**src/rtl/bit_step_feeder.sv**
```systemverilog
// rtl/bit_step_feeder.sv - synchronize and debounce a data switch and a step button into dInew/dSnew strobes
// Optional accepted-press counter port stepCount: define BIT_STEP_COUNT_EN.
module bit_step_feeder #(
    parameter int DEB_CYCLES = 250000,
    parameter int CNT_W      = 18
) (
    input  logic clk1,
    input  logic clear_n,
    input  logic dIraw,
    input  logic stepRaw,
    output logic dInew,
    output logic dSnew
`ifdef BIT_STEP_COUNT_EN
    ,
    output logic [7:0] stepCount
`endif
);
    localparam logic [CNT_W-1:0] CNT_LAST = CNT_W'(DEB_CYCLES - 1);
    localparam logic [CNT_W-1:0] CNT_ONE  = CNT_W'(1);

    typedef enum logic [1:0] {REL, PRESS_WAIT, HELD, REL_WAIT} step_state_t;

    logic             d_s1, d_s2;
    logic             s_s1, s_s2;
    logic [1:0]       sync_fill;
    logic             armed;
    logic             d_stable;
    logic [CNT_W-1:0] d_cnt;
    logic [CNT_W-1:0] s_cnt;
    step_state_t      state;

    // The synchronizers reset to 0, so a button held through reset would look like a
    // fresh press; presses are only armed once a real released sample has been seen.
    always_ff @(posedge clk1 or negedge clear_n) begin
        if (!clear_n) begin
            d_s1      <= 1'b0;
            d_s2      <= 1'b0;
            s_s1      <= 1'b0;
            s_s2      <= 1'b0;
            sync_fill <= 2'd0;
            armed     <= 1'b0;
        end else begin
            d_s1 <= dIraw;
            d_s2 <= d_s1;
            s_s1 <= stepRaw;
            s_s2 <= s_s1;
            if (sync_fill != 2'd2)
                sync_fill <= sync_fill + 2'd1;
            if (sync_fill == 2'd2 && !s_s2)
                armed <= 1'b1;
        end
    end

    always_ff @(posedge clk1 or negedge clear_n) begin
        if (!clear_n) begin
            d_stable <= 1'b0;
            d_cnt    <= '0;
        end else if (d_s2 != d_stable) begin
            if (d_cnt == CNT_LAST) begin
                d_stable <= ~d_stable;
                d_cnt    <= '0;
            end else begin
                d_cnt <= d_cnt + CNT_ONE;
            end
        end else begin
            d_cnt <= '0;
        end
    end

    always_ff @(posedge clk1 or negedge clear_n) begin
        if (!clear_n) begin
            state     <= REL;
            s_cnt     <= '0;
            dInew     <= 1'b0;
            dSnew     <= 1'b0;
`ifdef BIT_STEP_COUNT_EN
            stepCount <= 8'd0;
`endif
        end else begin
            dSnew <= 1'b0;
            case (state)
                REL: begin
                    if (s_s2 && armed) begin
                        state <= PRESS_WAIT;
                        s_cnt <= CNT_ONE;
                    end else begin
                        s_cnt <= '0;
                    end
                end
                PRESS_WAIT: begin
                    if (!s_s2) begin
                        state <= REL;
                        s_cnt <= '0;
                    end else if (s_cnt == CNT_LAST) begin
                        state <= HELD;
                        s_cnt <= '0;
                        dSnew <= 1'b1;
                        dInew <= d_stable;
`ifdef BIT_STEP_COUNT_EN
                        stepCount <= stepCount + 8'd1;
`endif
                    end else begin
                        s_cnt <= s_cnt + CNT_ONE;
                    end
                end
                HELD: begin
                    if (!s_s2) begin
                        state <= REL_WAIT;
                        s_cnt <= CNT_ONE;
                    end else begin
                        s_cnt <= '0;
                    end
                end
                REL_WAIT: begin
                    if (s_s2) begin
                        state <= HELD;
                        s_cnt <= '0;
                    end else if (s_cnt == CNT_LAST) begin
                        state <= REL;
                        s_cnt <= '0;
                    end else begin
                        s_cnt <= s_cnt + CNT_ONE;
                    end
                end
                default: begin
                    state <= REL;
                    s_cnt <= '0;
                end
            endcase
        end
    end

endmodule

```
**config.mk**
```make
export PLATFORM = sky130hd
export DESIGN_NAME = bit_step_feeder
export DESIGN_NICKNAME = d
export VERILOG_FILES = /design/src/rtl/bit_step_feeder.sv
export SDC_FILE = /design/constraint.sdc
export NUM_CORES = 1
export LEC_CHECK = 0
export ABC_AREA = 1
export CAP_MARGIN = 25
export CORE_ASPECT_RATIO = 0.9
export CORE_MARGIN = 2
export CORE_UTILIZATION = 65
export CTS_CLUSTER_SIZE = 25
export DETAILED_ROUTE_END_ITERATION = 7
export MAX_ROUTING_LAYER = met4
export PLACE_DENSITY = 0.92
export RECOVER_POWER = 25
export SYNTH_ARGS = -nofsm -noshare
export SYNTH_HDL_FRONTEND = slang
export SYNTH_SLANG_ARGS = --single-unit
export TNS_END_PERCENT = 50
```
**constraint.sdc**
```tcl
create_clock -name clk1 -period 3.95 [get_ports clk1]
set_clock_uncertainty 0.15 [all_clocks]
set_input_delay 0.79 -clock clk1 [delete_from_list [all_inputs] [get_ports clk1]]
set_output_delay 0.79 -clock clk1 [all_outputs]
set_load 0.1 [all_outputs]
```
After elaboration in Yosys (flattened, before gate mapping)
Index checks and enable logic that the tools add are counted.
{"block": "word_totals", "output_inout_bits": 2, "elab_cells": 53, "reg_bits": 48, "in_bits": 4}
{"block": "op_classes", "add_sub_neg": 3, "n_reduce_logical": 7, "n_bitwise": 1, "n_mux": 18, "eq_ne": 12}
{"op": "two-way mux 18 bit", "count": 5}
{"op": "one-hot mux 18 bit (4 select lines)", "count": 1}
{"op": "adder 18 x 1 -> 18 bit (second input constant)", "count": 2}
{"op": "== test 18 bit (second input constant)", "count": 2}
{"op": "two-way mux 2 bit", "count": 6}
{"op": "one-hot mux 2 bit (4 select lines)", "count": 1}
{"op": "== test 2 bit (second input constant)", "count": 3}
{"op": "inequality test 2 bit (second input constant)", "count": 3}
{"op": "inequality test 3 bit (second input constant)", "count": 2}
{"op": "two-way mux 1 bit", "count": 5}
{"op": "AND reduction 4 bit", "count": 1}
{"op": "AND reduction 3 bit", "count": 1}
{"op": "adder 2 x 1 -> 2 bit (second input constant)", "count": 1}
{"op": "== test 2 x 1 -> 1 bit (second input constant)", "count": 1}
{"op": "logical AND 1 bit", "count": 2}
{"op": "zero test 2 bit", "count": 1}
{"op": "AND reduction 2 bit", "count": 1}
{"op": "zero test 1 bit", "count": 1}
{"op": "inequality test 1 bit", "count": 1}
{"op": "NOT 1 bit", "count": 1}

Longest topological paths before layout
{"block": "logic_depth", "word_depth": 4, "depth_mapped": 9, "ltp_nobuf": 9}

Worst setup path after synthesis
Ideal clock, no wire load.
{"block": "synth_timing", "path_type": "register to output", "from": "register dInew", "to": "output port dInew", "t_required_ps": 3010, "stages_incl_launch_ff": 1, "setup_slack_ps": 2112, "n_path_buf": 0, "t_arrival_ps": 898, "cell_sequence": "dfrtp_1"}
{"item": "start: declaration", "line": "11", "source": "output logic dInew,"}
{"item": "start signal: assignment", "line": "98", "source": "dInew <= d_stable;"}
No word-level cell between the ends.

Final worst setup path
{"block": "layout_timing", "from": "register dInew", "to": "output port dInew"}
No word-level cell between the ends.

==> metrics <==
number of synthesized flops with an enable pin=0; total of max-cap violations=1; post-synth top area share=0.465; drt wl/cell=approximately 12 um; Final TNS setup=0 ns; Ports=6; Post-Layout Cell Count=roughly 390; WL final=4.84 mm; synthesized cell area=2580 um2; final worst slack=between 1 and 1.5 ns; Mean Syn Cell Area=7.80 um2; Synth Register Bits=48; first-pass GRT wire length=between 8 and 9 mm; final critical-path required period=approximately 2.7 ns; Syn-to-layout area delta=7.71%; height of the die=~64 um; initial antenna violation count=0; Worst Path Buf+Inv=1; Clk Latency, worst-skew pair=0.31 ns; GR Layer Usage met3=0.0678; final hold violations=0; # rows=21; CP Launch Type=flip-flop; H-tree levels=2; Worst path top cell family by delay=buffers and inverters; Post-route DRC=0; CTS tree=yes; RePlAce Congestion=roughly 0.93; Syn Inst Count=~330; Final setup viols=0; DRT Pass-1 Iters=4; normalized max-slew margin=-0.104; CP max stage cell=clkdlybuf4s50_1; Synth area leader=dfrtp_1; Peak Freq=365 MHz; gr busiest metal=met2; critical path cell sequence=clkdlybuf4s50_1; grt ovf=0; M1 GR Usage=0.350; Port-buffer cells=5; RSZ-0062 raised after global routing=false; WP data arrival=between 1.5 and 2 ns; Root Driver=clkbuf_8; fillers=between 200 and 300; via count=between 2,000 and 2,500; Initial DRC Count=approximately 180; Max clock buf depth=2; All-Layer GR Usage=0.255; Worst Path Max Fanout=2; Worst EP required=between 3 and 4 ns; DIE AREA=4490 um2; M2 GR Usage=0.374; # Post-CTS Setup Buffers=0; hpwl dp=between 3 and 4 mm; most frequent cells in the layout=nand2_1, nor2_1, dfrtp_1; Worst setup EP type=primary output; Initial Util=0.687; Primary FF master, synth=dfrtp_1; largest net degree at the start of global routing=49; commonest non-fill, non-tap cell in the layout=nand2_1; core box area=3760 um2; Sink Count=48; Pins Over Slew Limit=33; Worst Hold Class=reg -> reg; die width=approximately 70 um; total CTS buffers=5; asr flop ratio synth=1.00; Resize count post-CTS=0; Slowest Stage Delay on Critical Path=1.13 ns; PwrDens=386 nW/um2; violated checks=max-capacitance violations, max-slew violations; P_leak=between 1 and 1.5 nW; clock slew at reported path FFs=approximately 0.09 ns; Post-CTS Hold Buffers=0; share of layout cells above drive strength 1=0.109; nets=between 300 and 400; Final Cell Area=about 2800 um2; worst slack at placement=around 1.5 ns; top cells by area, synth=dfrtp_1, nand2_1, nor2_1; reg2reg setup slack=approximately 2.3 ns; final worst path period share=0.693; Syn Nets=338; Vias per Instance=approximately 5.4; Tightest Pin Transition=approximately 1.7 ns; register area share after synthesis=0.465; status=finished with violations; crit path kind=reg -> out; antenna viol nets, final=0; yosys warns=0; vias in the first global route=1,946; Synth cell types=28; dpl cells=378; DP Area=2650 um2; diodes inserted=0; VDD IR-drop max=approximately 0.38 mV
==> cell usage after synthesis, types with 4 or more instances <==
cell / count
a21oi_1: 7
inv_2: 4
xnor2_1: 5
nand3_1: 20
nand4_1: 10
inv_1: 42
nor2_1: 65
o21ai_0: 4
nand2_2: 5
nand2_1: 72
dfrtp_1: 48
nor2_2: 7
xor2_1: 6
nand3_2: 5
nor3_1: 9
==> through the flow <==
step	utilization	power, W	hold slack [ns]
4_1_cts	0.739	0.00108	0.204
6_report	0.740	0.00107	0.204
3_5_place_dp	0.706	0.000695	0.186
5_1_grt	0.740	0.00113	0.212
3_3_place_gp	0.706	0.000688	0.184
2_1_floorplan	-	0.000665	0.181
==> worst paths after layout <==
check	from	end	depth (start not counted)
setup / recovery	dInew	dInew	1
hold / removal	d_s1	d_s2	0
setup reg to reg	s_cnt[0]	s_cnt[10]	7
hold reg to reg	d_s1	d_s2	0
max in group asynchronous	clear_n	d_cnt[14]	2
min in group asynchronous	clear_n	s_cnt[16]	1
==> cells by family (layout without fill, tap and decap cells) <==
group | count (synthesis) | count (layout) | synth area share
buffers and inverters | 50 | 60 | 0.0795
DFF | 48 | 48 | 0.465
and+or+nand+nor | 203 | 203 | 0.362
xor gates and xnor gates | 12 | 12 | 0.0436
adders and majority gates | 3 | 3 | 0.0145
AOI/OAI and AO/OA | 15 | 15 | 0.0349
==> layout make-up <==
type | count | area (um2) | area share
flip-flops and latches | 48 | 1200 | 0.432
repair buffers | 6 | 47.5 | 0.0171
clock buffers | 7 | 96.3 | 0.0347
clock inverters | 1 | 30.0 | 0.0108
multi-input cells | 233 | 1170 | 0.423
well taps | 46 | 57.6 | 0.0207
inverters | 46 | 173 | 0.0621
==> flip-flops by register name (all words and copies together), names as in the netlist, named ones only <==
| signal | flops |
|---|---|
| d_s2 | 1 |
| s_s1 | 1 |
| state | 1 |
| dSnew | 1 |
| d_s1 | 1 |
| armed | 1 |
| d_cnt | 18 |
| s_cnt | 18 |
| s_s2 | 1 |
| dInew | 1 |
| d_stable | 1 |
| sync_fill | 2 |
==> routing by layer <==
metal | vias up | wire [um]
met4 | 0 | 61
met2 | 58 | 2190
met1 | 972 | 2290
li1 | 1053 | -
met3 | 5 | 298
met5 | - | 0
==> report_power, final <==
part           switching (W)  total [W]  internal, W  leakage (nW)
registers          0.0000280   0.000546     0.000518         0.642
logic              0.0000936   0.000138    0.0000443         0.556
clock network       0.000167   0.000390     0.000223        0.0645
total               0.000289    0.00107     0.000785          1.26
Note: power is estimated with default switching activity, not from simulation.
